$ cat src/rtl/mem_stage_lsu_pkg.sv
// mem_stage_lsu_pkg: shared types and constants for the MEM-stage load/store unit
package mem_stage_lsu_pkg;

    typedef enum logic [1:0] {
        IDLE,
        REQ,
        RSP,
        DONE
    } lsu_state_t;

    localparam logic [2:0] F3_B  = 3'b000;
    localparam logic [2:0] F3_H  = 3'b001;
    localparam logic [2:0] F3_W  = 3'b010;
    localparam logic [2:0] F3_BU = 3'b100;
    localparam logic [2:0] F3_HU = 3'b101;

    localparam logic [1:0] SZ_B = 2'd0;
    localparam logic [1:0] SZ_H = 2'd1;
    localparam logic [1:0] SZ_W = 2'd2;

    // Access width from funct3; unlisted encodings fall back to a full word
    function automatic logic [1:0] f3_size(input logic [2:0] f3);
        return (f3[1:0] == F3_B[1:0]) ? SZ_B :
               (f3[1:0] == F3_H[1:0]) ? SZ_H : SZ_W;
    endfunction

endpackage

$ cat src/rtl/mem_stage_lsu_align.sv
// mem_stage_lsu_align: store lane steering, byte strobes, load extraction and misalignment check
import mem_stage_lsu_pkg::*;

module mem_stage_lsu_align #(
    parameter int XLEN = 32
) (
    input  logic            i_access_req,
    input  logic [2:0]      i_funct3,
    input  logic [1:0]      i_addr_lo,
    input  logic [XLEN-1:0] i_store_data,
    input  logic [XLEN-1:0] i_rdata,
    output logic [XLEN-1:0] o_wdata,
    output logic [3:0]      o_wstrb,
    output logic [XLEN-1:0] o_load_ext,
    output logic            o_misaligned
);

    logic [1:0]  w_size;
    logic [7:0]  w_byte;
    logic [15:0] w_half;
    logic        w_sx;

    // Lane steering for stores and extraction/extension for loads
    always_comb begin
        w_size       = f3_size(i_funct3);
        w_byte       = i_rdata[{i_addr_lo, 3'b000} +: 8];
        w_half       = i_addr_lo[1] ? i_rdata[16 +: 16] : i_rdata[0 +: 16];
        w_sx         = ~i_funct3[2];
        o_misaligned = i_access_req &
                       (((i_funct3[1:0] == 2'b01) & i_addr_lo[0]) |
                        ((i_funct3[1:0] == 2'b10) & (i_addr_lo != 2'b00)));
        o_wdata      = (w_size == SZ_B) ? {(XLEN/8){i_store_data[7:0]}} :
                       (w_size == SZ_H) ? {(XLEN/16){i_store_data[15:0]}} : i_store_data;
        o_wstrb      = (w_size == SZ_B) ? (4'b0001 << i_addr_lo) :
                       (w_size == SZ_H) ? (i_addr_lo[1] ? 4'b1100 : 4'b0011) : 4'b1111;
        o_load_ext   = (w_size == SZ_B) ? {{(XLEN-8){w_sx & w_byte[7]}}, w_byte} :
                       (w_size == SZ_H) ? {{(XLEN-16){w_sx & w_half[15]}}, w_half} : i_rdata;
    end

endmodule

$ cat src/rtl/mem_stage_lsu.sv
// mem_stage_lsu: MEM-stage load/store unit issuing one valid/ready request per access
import mem_stage_lsu_pkg::*;

module mem_stage_lsu #(
    parameter int XLEN = 32
) (
    input  logic            i_clk,
    input  logic            i_reset,
    input  logic            i_mem_read,
    input  logic            i_mem_write,
    input  logic [2:0]      i_funct3,
    input  logic [XLEN-1:0] i_addr,
    input  logic [XLEN-1:0] i_store_data,
    input  logic            i_pipe_advance,
    output logic            o_dmem_req_valid,
    input  logic            i_dmem_req_ready,
    output logic            o_dmem_we,
    output logic [XLEN-1:0] o_dmem_addr,
    output logic [XLEN-1:0] o_dmem_wdata,
    output logic [3:0]      o_dmem_wstrb,
    input  logic            i_dmem_rsp_valid,
    input  logic [XLEN-1:0] i_dmem_rsp_rdata,
    output logic [XLEN-1:0] o_load_data,
    output logic            o_mem_stall,
    output logic            o_misaligned
);

    lsu_state_t      r_state;
    lsu_state_t      w_next;
    lsu_state_t      w_after_req;
    logic [XLEN-1:0] r_load_q;
    logic [XLEN-1:0] w_wdata;
    logic [XLEN-1:0] w_load_ext;
    logic [3:0]      w_wstrb;
    logic            w_misaligned;
    logic            w_access;
    logic            w_req_valid;
    logic            w_we;

    mem_stage_lsu_align #(.XLEN(XLEN)) u_align (
        .i_access_req (i_mem_read | i_mem_write),
        .i_funct3     (i_funct3),
        .i_addr_lo    (i_addr[1:0]),
        .i_store_data (i_store_data),
        .i_rdata      (i_dmem_rsp_rdata),
        .o_wdata      (w_wdata),
        .o_wstrb      (w_wstrb),
        .o_load_ext   (w_load_ext),
        .o_misaligned (w_misaligned)
    );

    assign w_access    = (i_mem_read | i_mem_write) & ~w_misaligned;
    assign o_load_data = r_load_q;

    // State register
    always_ff @(posedge i_clk or posedge i_reset) begin
        if (i_reset) r_state <= IDLE;
        else         r_state <= w_next;
    end

    // Load result capture, only while a response is being awaited
    always_ff @(posedge i_clk or posedge i_reset) begin
        if (i_reset)                                   r_load_q <= '0;
        else if (r_state == RSP && i_dmem_rsp_valid)   r_load_q <= w_load_ext;
    end

    // Next state; DONE holds until the pipeline advances so a held instruction is not re-issued
    always_comb begin
        w_after_req = i_mem_read ? RSP : DONE;
        w_next      = (r_state == IDLE) ? (w_access ? (i_dmem_req_ready ? w_after_req : REQ) : IDLE) :
                      (r_state == REQ)  ? (i_dmem_req_ready ? w_after_req : REQ) :
                      (r_state == RSP)  ? (i_dmem_rsp_valid ? DONE : RSP) :
                                          (i_pipe_advance ? IDLE : DONE);
    end

    // Bus and stall outputs; request fields are zero whenever no request is offered
    always_comb begin
        w_req_valid      = (r_state == IDLE && w_access) || r_state == REQ;
        w_we             = w_req_valid & ~i_mem_read;
        o_dmem_req_valid = w_req_valid;
        o_dmem_we        = w_we;
        o_dmem_addr      = w_req_valid ? {i_addr[XLEN-1:2], 2'b00} : '0;
        o_dmem_wdata     = w_we ? w_wdata : '0;
        o_dmem_wstrb     = w_we ? w_wstrb : 4'b0000;
        o_mem_stall      = w_req_valid || r_state == RSP;
        o_misaligned     = w_misaligned;
    end

endmodule

$ cat config.mk
export PLATFORM = sky130hd
export DESIGN_NAME = mem_stage_lsu
export DESIGN_NICKNAME = d
export VERILOG_FILES = /design/src/rtl/mem_stage_lsu_pkg.sv /design/src/rtl/mem_stage_lsu_align.sv /design/src/rtl/mem_stage_lsu.sv
export SDC_FILE = /design/constraint.sdc
export NUM_CORES = 1
export LEC_CHECK = 0
export BUFFER_PORTS_ARGS = -buffer_cell sky130_fd_sc_hd__buf_2
export CORE_ASPECT_RATIO = 0.75
export CORE_MARGIN = 2
export CORE_UTILIZATION = 36
export DETAILED_ROUTE_END_ITERATION = 8
export HOLD_SLACK_MARGIN = 0.02
export PLACE_DENSITY_LB_ADDON = 0.25
export SYNTH_ARGS = -nofsm -noshare
export SYNTH_HDL_FRONTEND = slang
export SYNTH_SLANG_ARGS = --single-unit
$ cat constraint.sdc
create_clock -name i_clk -period 2.1 [get_ports i_clk]
set_clock_uncertainty 0.05 [all_clocks]
set_input_delay 0.525 -clock i_clk [delete_from_list [all_inputs] [get_ports i_clk]]
set_output_delay 0.525 -clock i_clk [all_outputs]
set_load 0.005 [all_outputs]
* Yosys cells after proc, flatten, opt, wreduce, memory -nomap -nowiden
Cells that the tools add are included.
** Storage, ports and cells
- Word-level logic and storage cells :: 50
- Input port bits :: 106
- Flip-flop bits (word level) :: 34
** Operators by class
- Bitwise logic cells :: 12
- Shifts and indexed selects :: 2
- Muxes and demuxes :: 21
- Reduce and logical (&&, ||, !) cells :: 8
- Equality and inequality tests :: 5
** Operators with widths (count)
- $mux W32 :: 6
- $shiftx A32 B6 Y8 :: 1
- $mux W16 :: 1
- $mux W2 :: 8
- $mux W4 :: 4
- $and A1 B1 Y1 :: 7
- $eq A2 B1 Y1 const B :: 3
- $logic_not A2 Y1 :: 3
- $eq A2 B2 Y1 const B :: 2
- $shl A1 B2 Y4 const A :: 1
- $not A1 Y1 :: 3
- $logic_and A1 B1 Y1 :: 2
- $logic_or A1 B1 Y1 :: 2
- $mux W1 :: 2
- $or A1 B1 Y1 :: 2
- $reduce_bool A2 Y1 :: 1

* Longest topological paths before layout
Gate-level depths: netlist (run 1).
- Depth in word-level cells :: 10
- Mapped depth :: 7
- Gate-level depth less buffers :: 4

* By module
From an unflattened synthesis (run 1), not the netlist that was laid out.
** Unflattened totals
- Cell total of the unflattened synthesis :: 351
- Area, all modules :: 3243.1 sq um
** By module, submodules not included
- mem_stage_lsu :: area each 1939.4 sq um, seq. area each 850.8 sq um, cells an instance 159, instances 1
- mem_stage_lsu_align :: area each 1303.8 sq um, seq. area each 0.0 sq um, cells an instance 192, instances 1

* Worst setup path before layout (run 1)
OpenSTA, ideal clock, no wires.
- Kind :: input port to output port
- From :: input i_addr[0]
- To :: output o_dmem_wdata[23]
- Setup slack :: -0.153 ns
- Stages :: 7
- Path buffers :: 3
- Arrival :: 1.678 ns
- Data required time :: 1.525 ns
- Path through :: clkbuf_1 -> o21bai_1 -> o211a_1 -> o21ai_1 -> buf_2 -> buf_2 -> nor2_1
** On the way
- Longest elaborated chain between the ends :: 10
- Elaborated cells between the ends (all ways) :: 11
** RTL lines
- start, declared :: line mem_stage_lsu.sv:12 : input logic [XLEN-1:0] i_addr,
- $reduce_bool A2 Y1 :: line mem_stage_lsu_align.sv:31 : ((i_funct3[1:0] == 2'b10) & (i_addr_lo != 2'b00)));
- $and A1 B1 Y1 :: line mem_stage_lsu_align.sv:31
- $or A1 B1 Y1 (*) :: line mem_stage_lsu_align.sv:30 : (((i_funct3[1:0] == 2'b01) & i_addr_lo[0]) |
- $and A1 B1 Y1 (*) :: line mem_stage_lsu_align.sv:29 : o_misaligned = i_access_req &
- $not A1 Y1 (*) :: line mem_stage_lsu.sv:52 : assign w_access = (i_mem_read | i_mem_write) & ~w_misaligned;
- $and A1 B1 Y1 (*) :: line mem_stage_lsu.sv:52
- $logic_and A1 B1 Y1 (*) :: line mem_stage_lsu.sv:78 : w_req_valid = (r_state == IDLE && w_access) || r_state == REQ;
- $logic_or A1 B1 Y1 (*) :: line mem_stage_lsu.sv:78
- $and A1 B1 Y1 (*) :: line mem_stage_lsu.sv:79 : w_we = w_req_valid & ~i_mem_read;
- $mux W32 (*) :: line mem_stage_lsu.sv:83 : o_dmem_wdata = w_we ? w_wdata : '0;
- end, declared :: line mem_stage_lsu.sv:19 : output logic [XLEN-1:0] o_dmem_wdata,
Mark *: on every way between the ends. The rest lies on a longest branch, timed or not.

* Worst setup path in the final report (run 1)
- From :: input i_funct3[0]
- To :: output o_dmem_addr[10]
** On the way
- Longest elaborated chain between the ends :: 9
- Elaborated cells between the ends (all ways) :: 11
** RTL lines
- start, declared :: line mem_stage_lsu.sv:11 : input logic [2:0] i_funct3,
- $eq A2 B1 Y1 or $eq A2 B2 Y1 (tied branches) :: line mem_stage_lsu_align.sv:30, mem_stage_lsu_align.sv:31
- $and A1 B1 Y1, on equally long branches :: line mem_stage_lsu_align.sv:30, mem_stage_lsu_align.sv:31
- $or A1 B1 Y1 (*) :: line mem_stage_lsu_align.sv:30
- $and A1 B1 Y1 (*) :: line mem_stage_lsu_align.sv:29
- $not A1 Y1 (*) :: line mem_stage_lsu.sv:52
- $and A1 B1 Y1 (*) :: line mem_stage_lsu.sv:52
- $logic_and A1 B1 Y1 (*) :: line mem_stage_lsu.sv:78
- $logic_or A1 B1 Y1 (*) :: line mem_stage_lsu.sv:78
- $mux W32 (*) :: line mem_stage_lsu.sv:82 : o_dmem_addr = w_req_valid ? {i_addr[XLEN-1:2], 2'b00} : '0;
- end, declared :: line mem_stage_lsu.sv:18 : output logic [XLEN-1:0] o_dmem_addr,
Marked as above.

==> impl_metrics.env, run 1 <==
export IMPL_ys_ff_latch=34
export IMPL_synth_xor_area_share_pct=0
export IMPL_crit_fanout=16
export IMPL_ctsLongestPathBuffers=2
export IMPL_synth_avg_cell_area_sq_um=7.89
export IMPL_intPower_mw=2.49
export IMPL_dp_cells=647
export IMPL_cts_setup_buffers=0
export IMPL_drc=0
export IMPL_synthTopCellsByCount="60 x nor2_1, 37 x a21oi_1, 34 x dfrtp_1"
export IMPL_final_cells=657
export IMPL_netlist_area_sq_mm=0.00269
export IMPL_placed_area_sq_mm=0.00397
export IMPL_cp_required_ns=1.52
export IMPL_cts_clk_slew_worst_paths_ns=0.07
export IMPL_htreeDepth=2
export IMPL_hold_buffers=0
export IMPL_synth_compound_area_share_pct=26.2
export IMPL_grt_pass1_wl_microns=15600
export IMPL_top_layer_used="met4"
export IMPL_async_flop_share_pct=100
export IMPL_fin_crit_ns=2.23
export IMPL_p_sw_mw=1.54
export IMPL_syn_inst=341
export IMPL_drt_iter0_markers=132
export IMPL_critPathLaunchType="primary input"
export IMPL_cpPeakStageDelay_ns=0.26
export IMPL_dieHeight_microns=78.8
export IMPL_yosysWarnings=0
export IMPL_first_pass_iters=4
export IMPL_root_buffer="clkbuf_8"
export IMPL_fillers=685
export IMPL_crit_type="primary input to output port"
export IMPL_slowest_stage="o211ai_1"
export IMPL_power_density_mw_per_mm2=942
export IMPL_seqCellArea_sq_um=851
export IMPL_place_gp_congestion=0.796
export IMPL_ys_flop_type="dfrtp_1"
export IMPL_insertion_delay_ns=0.27
export IMPL_grt_max_degree=35
export IMPL_synth_top_family_by_area="compound AO/OA/AOI/OAI gates"
export IMPL_initial_core_util_pct=36.8
export IMPL_dr_wl_met2_microns=4780
export IMPL_combPwrFrac_pct=58.4
export IMPL_yosys_mux_area_fraction_pct=10.9
export IMPL_hold_viol=0
export IMPL_path_cells="buf_8 -> o21bai_4 -> o211ai_1 -> a21oi_2 -> buf_6 -> and2_1 -> buf_2"
export IMPL_synthAdderAreaFrac_pct=0
export IMPL_diodes=0
export IMPL_finalPower_mw=4.03
export IMPL_wire_per_inst_microns=15.6
export IMPL_die_w_microns=104
export IMPL_io_pins=210
export IMPL_drive_above_1_share_pct=52.0
export IMPL_grtUsageTotal_pct=23.2
export IMPL_crit_path_end_kind="output port"
export IMPL_report_final_slew_viol_count=0
export IMPL_clock_sinks=34
export IMPL_pwr_share_seq_pct=29.1
export IMPL_routed_wl_microns=10200
export IMPL_dp_worst_setup_slack_ns=-0.190
export IMPL_clkPwrFrac_pct=12.5
export IMPL_violations="negative setup slack"
export IMPL_status="finished with violations"
export IMPL_synth_edf_count=0
export IMPL_yosysSeqAreaShare_pct=31.6
export IMPL_vdd_ir_drop_max_uv=499
export IMPL_dp_final_hpwl_microns=7670
export IMPL_synth_distinct_cells=41
export IMPL_hp_class="primary input to asynchronous set/reset pin"
export IMPL_yosys_area_share_simple_pct=25.0
export IMPL_ant_nets=0
export IMPL_worst_pin_slew_ns=0.953
export IMPL_worstPathArrival_ns=1.66
export IMPL_fin_nets=661
export IMPL_grt_ovfl_total=0
export IMPL_cts_tree="done"
export IMPL_setup_viol=68
export IMPL_die_area_sq_mm=0.00818
export IMPL_relSlewSlack_pct=36.3
export IMPL_fmax_mhz=448
export IMPL_final_util_pct=58.7
export IMPL_max_cap_violations=0
export IMPL_port_buffers=207
export IMPL_swShare_pct=38.2
export IMPL_critical_path_buf_inv_count=3
export IMPL_rows=27
export IMPL_period_share_pct=106
export IMPL_multi_input_area_sq_mm=0.00177
export IMPL_yosysTopAreaCell="dfrtp_1"
export IMPL_leakagePower_nw=2.25
export IMPL_viasPerCell=5.02
export IMPL_wl_met1_microns=4800
export IMPL_num_vias=3296
export IMPL_post_route_cell_area_sq_mm=0.00428
export IMPL_dr_wl_met3_microns=561
export IMPL_cts_made_buffers=5
export IMPL_antenna_found_initial=0
export IMPL_yosysMostFrequentCell="nor2_1"
export IMPL_first_global_vias=3099
export IMPL_ys_top_cells_by_area="dfrtp_1 32%, nor2_1 8.4%, and2_1 7.0%"
export IMPL_synth_top_area_share_pct=31.6
export IMPL_areaGrowthSynthToFinish_pct=59.2
export IMPL_core_area_sq_mm=0.00730
export IMPL_setup_slack_ns=-0.134
export IMPL_crit_family="compound AO/OA/AOI/OAI gates"
export IMPL_rsz0062_at_grt="true"
[through the flow]
step           TNS, ns  hold slack, ns
6_report         -4.63           0.272
5_1_grt          -8.55           0.331
2_1_floorplan        0           0.438
3_5_place_dp     -8.33           0.432
4_1_cts          -4.16           0.290
3_3_place_gp     -6.91           0.445
[routing by layer]
metal	GRT usage [%]	up-vias
met4	3.11	0
met3	4.27	8
met5	0	-
met1	33.3	1536
met2	37.5	134
li1	-	1618
[power groups by stage]
stage / clock (mW) / sequential [mW] / combinational, mW
6_report: 0.504 / 1.17 / 2.35
3_3_place_gp: 0 / 1.18 / 2.04
4_1_cts: 0.514 / 1.17 / 2.21
2_1_floorplan: 0 / 1.19 / 1.11
3_5_place_dp: 0 / 1.18 / 2.09
5_1_grt: 0.539 / 1.21 / 2.58
[registers in the layout, summed over array words and instances, names as in the netlist]
register,cells
o_load_data,32
r_state,2
[layout make-up]
class / instances / share of cell area, %
inverters: 5 / 0.438
repair buffers: 236 / 33.3
well taps: 101 / 2.95
clock inverters: 1 / 0.117
clock buffers: 7 / 2.02
flip-flops and latches: 34 / 19.9
multi-input cells: 273 / 41.3
[timing repair]
action / in CTS / in global routing
resized for setup: 23 / 25
cloned: 2 / 0
pin swaps: 18 / 3
endpoints found under the setup margin: 68 / 71
[cell usage in the layout, fill, tap and decap left out, types with 3 or more instances in the layout]
cell type	netlist	final
nand2_1	29	29
and3_4	0	6
a221o_1	7	7
mux2_2	8	7
mux2i_1	18	18
clkbuf_8	0	6
buf_6	2	20
inv_1	4	4
a22oi_1	7	7
a22o_1	7	7
buf_12	0	3
a32oi_1	7	7
buf_2	9	187
o21a_1	5	5
dfrtp_1	34	34
nor2b_1	4	4
and2_4	1	11
a21oi_2	10	13
and2_1	30	20
nor2_1	60	59
a21oi_1	37	34
buf_4	2	25
o21ai_0	11	11
[kinds of logic after synthesis]
kind of cell	after synthesis
other	1
buffers and inverters	35
flip-flops	34
AO/OA/AOI/OAI	103
multiplexers	27
AND/OR/NAND/NOR	141
[worst paths after layout]
kind                       depth (start not counted)  slack, ns         endpoint           startpoint
hold reg to reg                                    1       0.45   o_load_data[2]       o_load_data[2]
setup reg to reg                                   6       0.42  o_load_data[27]           r_state[1]
setup / recovery                                   7      -0.13  o_dmem_addr[10]          i_funct3[0]
hold / removal                                     3       0.27  o_load_data[10]              i_reset
max in group asynchronous                          3       1.41       r_state[1]              i_reset
min in group i_clk                                 2       0.41   o_load_data[3]  i_dmem_rsp_rdata[3]
[worst reg2reg max path: cells and delay by family, from the launching register on]
kind	cells	cell delay, ns
buf+inv	2	0.35
simple gates	1	0.36
compound gates	3	0.42
flops	1	0.38
(Power assumes the default switching activity.)
==> run 2, diff against run 1 <==
--- a/config.mk
+++ b/config.mk
@@ -15,3 +15,4 @@
 export SYNTH_ARGS = -nofsm -noshare
 export SYNTH_HDL_FRONTEND = slang
 export SYNTH_SLANG_ARGS = --single-unit
+export TNS_END_PERCENT = 10
==> run 2 against run 1 <==
Effect of this change: the flow still finishes with violations (negative setup slack); clock power fell by 11%; worst setup slack worse by 0.0044 ns; worst hold slack gained 0.015 ns; register-to-register slack worse by 0.02 ns; die area unchanged; clock-buffer cell count unchanged; global-route usage decreased by 0.64 points; routed wire length shrank 3.4%; non-clock buffer count increased by 6; power decreased by 6.2%; flip-flop and latch count did not move; critical path type unchanged; largest power group unchanged.
==> impl_metrics.env, run 2 (synthesis results as in run 1) <==
export IMPL_status="finished with violations"
export IMPL_violations="negative setup slack"
export IMPL_areaGrowthSynthToFinish_pct=53.6
export IMPL_port_buffers=207
export IMPL_relSlewSlack_pct=62.4
export IMPL_rsz0062_at_grt="true"
export IMPL_ctsLongestPathBuffers=2
export IMPL_largest_reg_flops=32
export IMPL_io_pins=210
export IMPL_fmax_mhz=447
export IMPL_setup_slack_ns=-0.138
export IMPL_grtUsageTotal_pct=22.6
export IMPL_report_final_slew_viol_count=0
export IMPL_clock_sinks=34
export IMPL_die_area_sq_mm=0.00818
export IMPL_ant_nets=0
export IMPL_power_density_mw_per_mm2=916
export IMPL_grt_ovfl_total=0
export IMPL_fin_nets=667
export IMPL_drc=0
export IMPL_diodes=0
export IMPL_hp_class="primary input to asynchronous set/reset pin"
export IMPL_place_gp_congestion=0.810
export IMPL_fin_crit_ns=2.24
export IMPL_tns_ns=-6.47
export IMPL_die_w_microns=104
export IMPL_most_common_layout_cells="204 x buf_2, 59 x nor2_1, 36 x a21oi_1"
export IMPL_core_area_sq_mm=0.00730
export IMPL_layout_commonest_cell="buf_2"
export IMPL_grt_pass1_wl_microns=15000
export IMPL_num_vias=3304
export IMPL_dp_worst_setup_slack_ns=-0.174
export IMPL_vdd_ir_drop_max_uv=662
export IMPL_critPathLaunchType="primary input"
export IMPL_period_share_pct=107
export IMPL_wire_per_inst_microns=14.9
export IMPL_crit_path_start="i_mem_write"
export IMPL_cts_made_buffers=5
export IMPL_rr_worst_depth=6
export IMPL_hold_buffers=0
export IMPL_dieHeight_microns=78.8
export IMPL_crit_path_end_kind="output port"
export IMPL_viasPerCell=4.99
export IMPL_final_util_pct=56.6
export IMPL_htreeDepth=2
export IMPL_crit_type="primary input to output port"
export IMPL_grt_max_degree=35
export IMPL_cts_setup_buffers=0
export IMPL_max_cap_violations=0
export IMPL_worst_pin_slew_ns=0.563
export IMPL_cp_required_ns=1.52
export IMPL_cts_clk_slew_worst_paths_ns=0.07
export IMPL_dp_final_hpwl_microns=7750
export IMPL_initial_core_util_pct=36.8
export IMPL_drive_above_1_share_pct=49.4
export IMPL_leakagePower_nw=2.23
export IMPL_hold_viol=0
export IMPL_setup_viol=68
export IMPL_drt_iter0_markers=147
export IMPL_cts_tree="done"
export IMPL_antenna_found_initial=0
export IMPL_insertion_delay_ns=0.27
export IMPL_first_pass_iters=5
export IMPL_routed_wl_microns=9890
export IMPL_root_buffer="clkbuf_8"
export IMPL_rows=27
export IMPL_worstPathArrival_ns=1.66
export IMPL_timing_rr_start="r_state[1]"
export IMPL_first_global_vias=2981
export IMPL_crit_fanout=9
export IMPL_fillers=720
-- run 2: changes by cell type in the layout (fill, tap and decap cells not counted), sizes merged --
cell	change
buf	+6
clkinv	-1
-- run 2: worst paths after layout --
check	end	slack, ns
max reg2reg	o_load_data[28]	0.40
min reg2reg	o_load_data[15]	0.45
min	o_load_data[28]	0.29
min in group i_clk	o_load_data[2]	0.43
max in group asynchronous	o_load_data[0]	1.38
max	o_dmem_addr[26]	-0.14
-- run 2: final cells by class --
class	instances	area, sq um	share of cell area [%]
multi-input cells	273	1710	41.4
repair buffers	242	1350	32.6
flip-flops and latches	34	851	20.6
well taps	101	126	3.06
clock buffers	7	76.3	1.85
inverters	5	18.8	0.455
-- run 2: what timing repair did --
item                       4_1_cts  5_1_grt
resized for setup                9        3
gates cloned                     1        0
setup endpoints to repair       68       69
pin swaps                       16        2
-- run 2: power breakdown --
| part | switching, mW | internal [mW] |
|---|---|---|
| combinational | 1.04 | 1.09 |
| sequential | 0.208 | 0.987 |
| clock | 0.221 | 0.228 |
-- run 2: worst max-delay path, stage by stage --
cell	delay, ns
buf_2	0.10
or2_2	0.29
o211ai_1	0.14
a21oi_2	0.12
buf_4	0.17
and2_1	0.17
buf_2	0.13
-- run 2: per-layer routing --
metal / GRT usage (%) / wire [microns] / up-vias
li1: - / - / 1628
met1: 31.5 / 4600 / 1548
met2: 37.0 / 4680 / 124
met3: 4.84 / 557 / 4
met4: 3.24 / 54 / 0
met5: 0 / 0 / -
-- run 2: per-stage QoR --
step	hold slack, ns	cells	cell area [sq um]	power [mW]
6_report	0.287	662	4130	3.78
3_3_place_gp	0.428	654	4010	3.25
4_1_cts	0.300	662	4120	3.80
5_1_grt	0.329	662	4130	4.09
3_5_place_dp	0.426	654	4010	3.30
2_1_floorplan	0.438	342	2720	2.30
==> run 3, diff against run 2 <==
--- a/config.mk
+++ b/config.mk
@@ -8,7 +8,8 @@
 export BUFFER_PORTS_ARGS = -buffer_cell sky130_fd_sc_hd__buf_2
 export CORE_ASPECT_RATIO = 0.75
 export CORE_MARGIN = 2
-export CORE_UTILIZATION = 36
+export CORE_UTILIZATION = 41
+export CTS_BUF_LIST = sky130_fd_sc_hd__clkbuf_8
 export DETAILED_ROUTE_END_ITERATION = 8
 export HOLD_SLACK_MARGIN = 0.02
 export PLACE_DENSITY_LB_ADDON = 0.25
==> constraint.sdc (replaced) <==
create_clock -name i_clk -period 2.2 [get_ports i_clk]
set_clock_uncertainty 0.05 [all_clocks]
set_input_delay 0.55 -clock i_clk [delete_from_list [all_inputs] [get_ports i_clk]]
set_output_delay 0.55 -clock i_clk [all_outputs]
set_load 0.005 [all_outputs]
==> run 3 against run 2 <==
Effect of this change: the flow still finishes with violations (negative setup slack); power down 4.4%; routed wire length down 0.70%; register-to-register slack worse by 0.07 ns; flip-flop and latch count unchanged; clock-buffer cell count down 2; critical path depth down 1; die area down 12%; critical path type unchanged; critical endpoint is now o_dmem_wdata[0]; largest cell class unchanged.
==> impl_metrics.env, run 3 (synthesis results as in run 1) <==
export IMPL_status="finished with violations"
export IMPL_violations="negative setup slack"
export IMPL_crit_fanout=8
export IMPL_first_pass_iters=4
export IMPL_cts_tree="done"
export IMPL_swShare_pct=39.2
export IMPL_fin_nets=659
export IMPL_grt_pass1_wl_microns=14700
export IMPL_leakagePower_nw=2.21
export IMPL_placed_area_sq_mm=0.00393
export IMPL_cts_setup_buffers=0
export IMPL_first_global_vias=2900
export IMPL_worstPathArrival_ns=1.64
export IMPL_diodes=0
export IMPL_fin_crit_ns=2.24
export IMPL_crit_type="primary input to output port"
export IMPL_p_sw_mw=1.42
export IMPL_insertion_delay_ns=0.28
export IMPL_power_density_mw_per_mm2=884
export IMPL_hold_viol=0
export IMPL_wire_per_inst_microns=15.5
export IMPL_post_route_cell_area_sq_mm=0.00409
export IMPL_hp_class="primary input to asynchronous set/reset pin"
export IMPL_clock_sinks=34
export IMPL_dp_final_hpwl_microns=7670
export IMPL_place_gp_congestion=0.818
export IMPL_worst_pin_slew_ns=0.578
export IMPL_core_area_sq_mm=0.00632
export IMPL_seqCellArea_sq_um=851
export IMPL_setup_viol=35
export IMPL_largest_reg_flops=32
export IMPL_layout_commonest_cell="buf_2"
export IMPL_routed_wl_microns=9820
export IMPL_htreeDepth=2
export IMPL_most_common_layout_cells="202 x buf_2, 59 x nor2_1, 35 x a21oi_1"
export IMPL_grt_max_degree=35
export IMPL_crit_path_end_kind="output port"
export IMPL_port_buffers=207
export IMPL_clkPwrFrac_pct=11.7
export IMPL_drt_iter0_markers=121
export IMPL_pwr_share_seq_pct=31.4
export IMPL_io_pins=210
export IMPL_rsz0062_at_grt="true"
export IMPL_initial_core_util_pct=42.6
export IMPL_critPathLaunchType="primary input"
export IMPL_cts_made_buffers=5
export IMPL_areaGrowthSynthToFinish_pct=52.1
export IMPL_ant_nets=0
export IMPL_setup_slack_ns=-0.0386
export IMPL_fillers=618
export IMPL_grtUsageTotal_pct=25.0
export IMPL_cts_clk_slew_worst_paths_ns=0.06
export IMPL_multi_input_area_sq_mm=0.00173
export IMPL_intPower_mw=2.20
export IMPL_grt_ovfl_total=0
export IMPL_drc=0
export IMPL_viasPerCell=5.14
export IMPL_vdd_ir_drop_max_uv=612
export IMPL_die_w_microns=97.5
export IMPL_num_vias=3257
export IMPL_antenna_found_initial=0
export IMPL_root_buffer="clkbuf_8"
export IMPL_fmax_mhz=447
export IMPL_cp_required_ns=1.60
export IMPL_drive_above_1_share_pct=49.2
export IMPL_dieHeight_microns=74.1
export IMPL_hold_buffers=0
export IMPL_relSlewSlack_pct=61.3
export IMPL_report_final_slew_viol_count=0
export IMPL_ctsLongestPathBuffers=2
export IMPL_rows=25
export IMPL_final_util_pct=64.7
export IMPL_combPwrFrac_pct=57.0
export IMPL_max_cap_violations=0
export IMPL_period_share_pct=102
export IMPL_die_area_sq_mm=0.00723
run 3: worst max-delay path, cell delays in order:
cell	delay, ns
buf_8	0.10
o21bai_4	0.16
o211a_1	0.24
or2_4	0.28
and3_1	0.18
buf_2	0.12
run 3: area by class of cell:
cell class / count / area share [%]
multi-input cells: 273 / 42.3
repair buffers: 234 / 32.1
flip-flops and latches: 34 / 20.8
well taps: 81 / 2.48
clock buffers: 5 / 1.68
inverters: 5 / 0.459
clock inverters: 2 / 0.184
run 3: worst paths after layout:
| path | depth (start not counted) | start | slack, ns | end |
|---|---|---|---|---|
| min | 3 | i_reset | 0.30 | o_load_data[11] |
| max in group asynchronous | 3 | i_reset | 1.48 | r_state[0] |
| max | 6 | i_funct3[0] | -0.04 | o_dmem_wdata[0] |
| min reg2reg | 1 | o_load_data[15] | 0.45 | o_load_data[15] |
| max reg2reg | 4 | r_state[0] | 0.33 | o_load_data[0] |
| min in group i_clk | 2 | i_dmem_rsp_rdata[3] | 0.44 | o_load_data[3] |
run 3: what timing repair did:
item / in CTS / in global routing
endpoints found under the setup margin: 67 / 69
pin swaps: 21 / 3
resized for setup: 15 / 5
run 3: per-stage QoR:
| stage | hold slack [ns] | worst slack, ns | cells | TNS, ns | power (mW) |
|---|---|---|---|---|---|
| 2_1_floorplan | 0.438 | 0.00151 | 342 | 0 | 2.18 |
| 3_3_place_gp | 0.432 | -0.0905 | 627 | -3.31 | 3.08 |
| 3_5_place_dp | 0.427 | -0.119 | 627 | -5.53 | 3.15 |
| 4_1_cts | 0.319 | -0.0305 | 634 | -0.414 | 3.62 |
| 5_1_grt | 0.355 | -0.0988 | 634 | -3.96 | 3.90 |
| 6_report | 0.303 | -0.0386 | 634 | -0.557 | 3.62 |
run 3: routing by layer:
| layer | up-vias | track usage (%) | routed length, microns |
|---|---|---|---|
| li1 | 1615 | - | - |
| met1 | 1511 | 36.7 | 4570 |
| met2 | 120 | 39.6 | 4560 |
| met3 | 11 | 4.79 | 614 |
| met4 | 0 | 4.01 | 74 |
| met5 | - | 0 | 0 |
run 3: power by group through the flow:
stage / clock (mW) / sequential (mW) / combinational [mW]
after detailed placement: 0 / 1.13 / 2.01
after floorplan: 0 / 1.14 / 1.04
after CTS: 0.438 / 1.13 / 2.06
final: 0.422 / 1.13 / 2.06
after global placement: 0 / 1.13 / 1.96
after global routing: 0.461 / 1.17 / 2.27
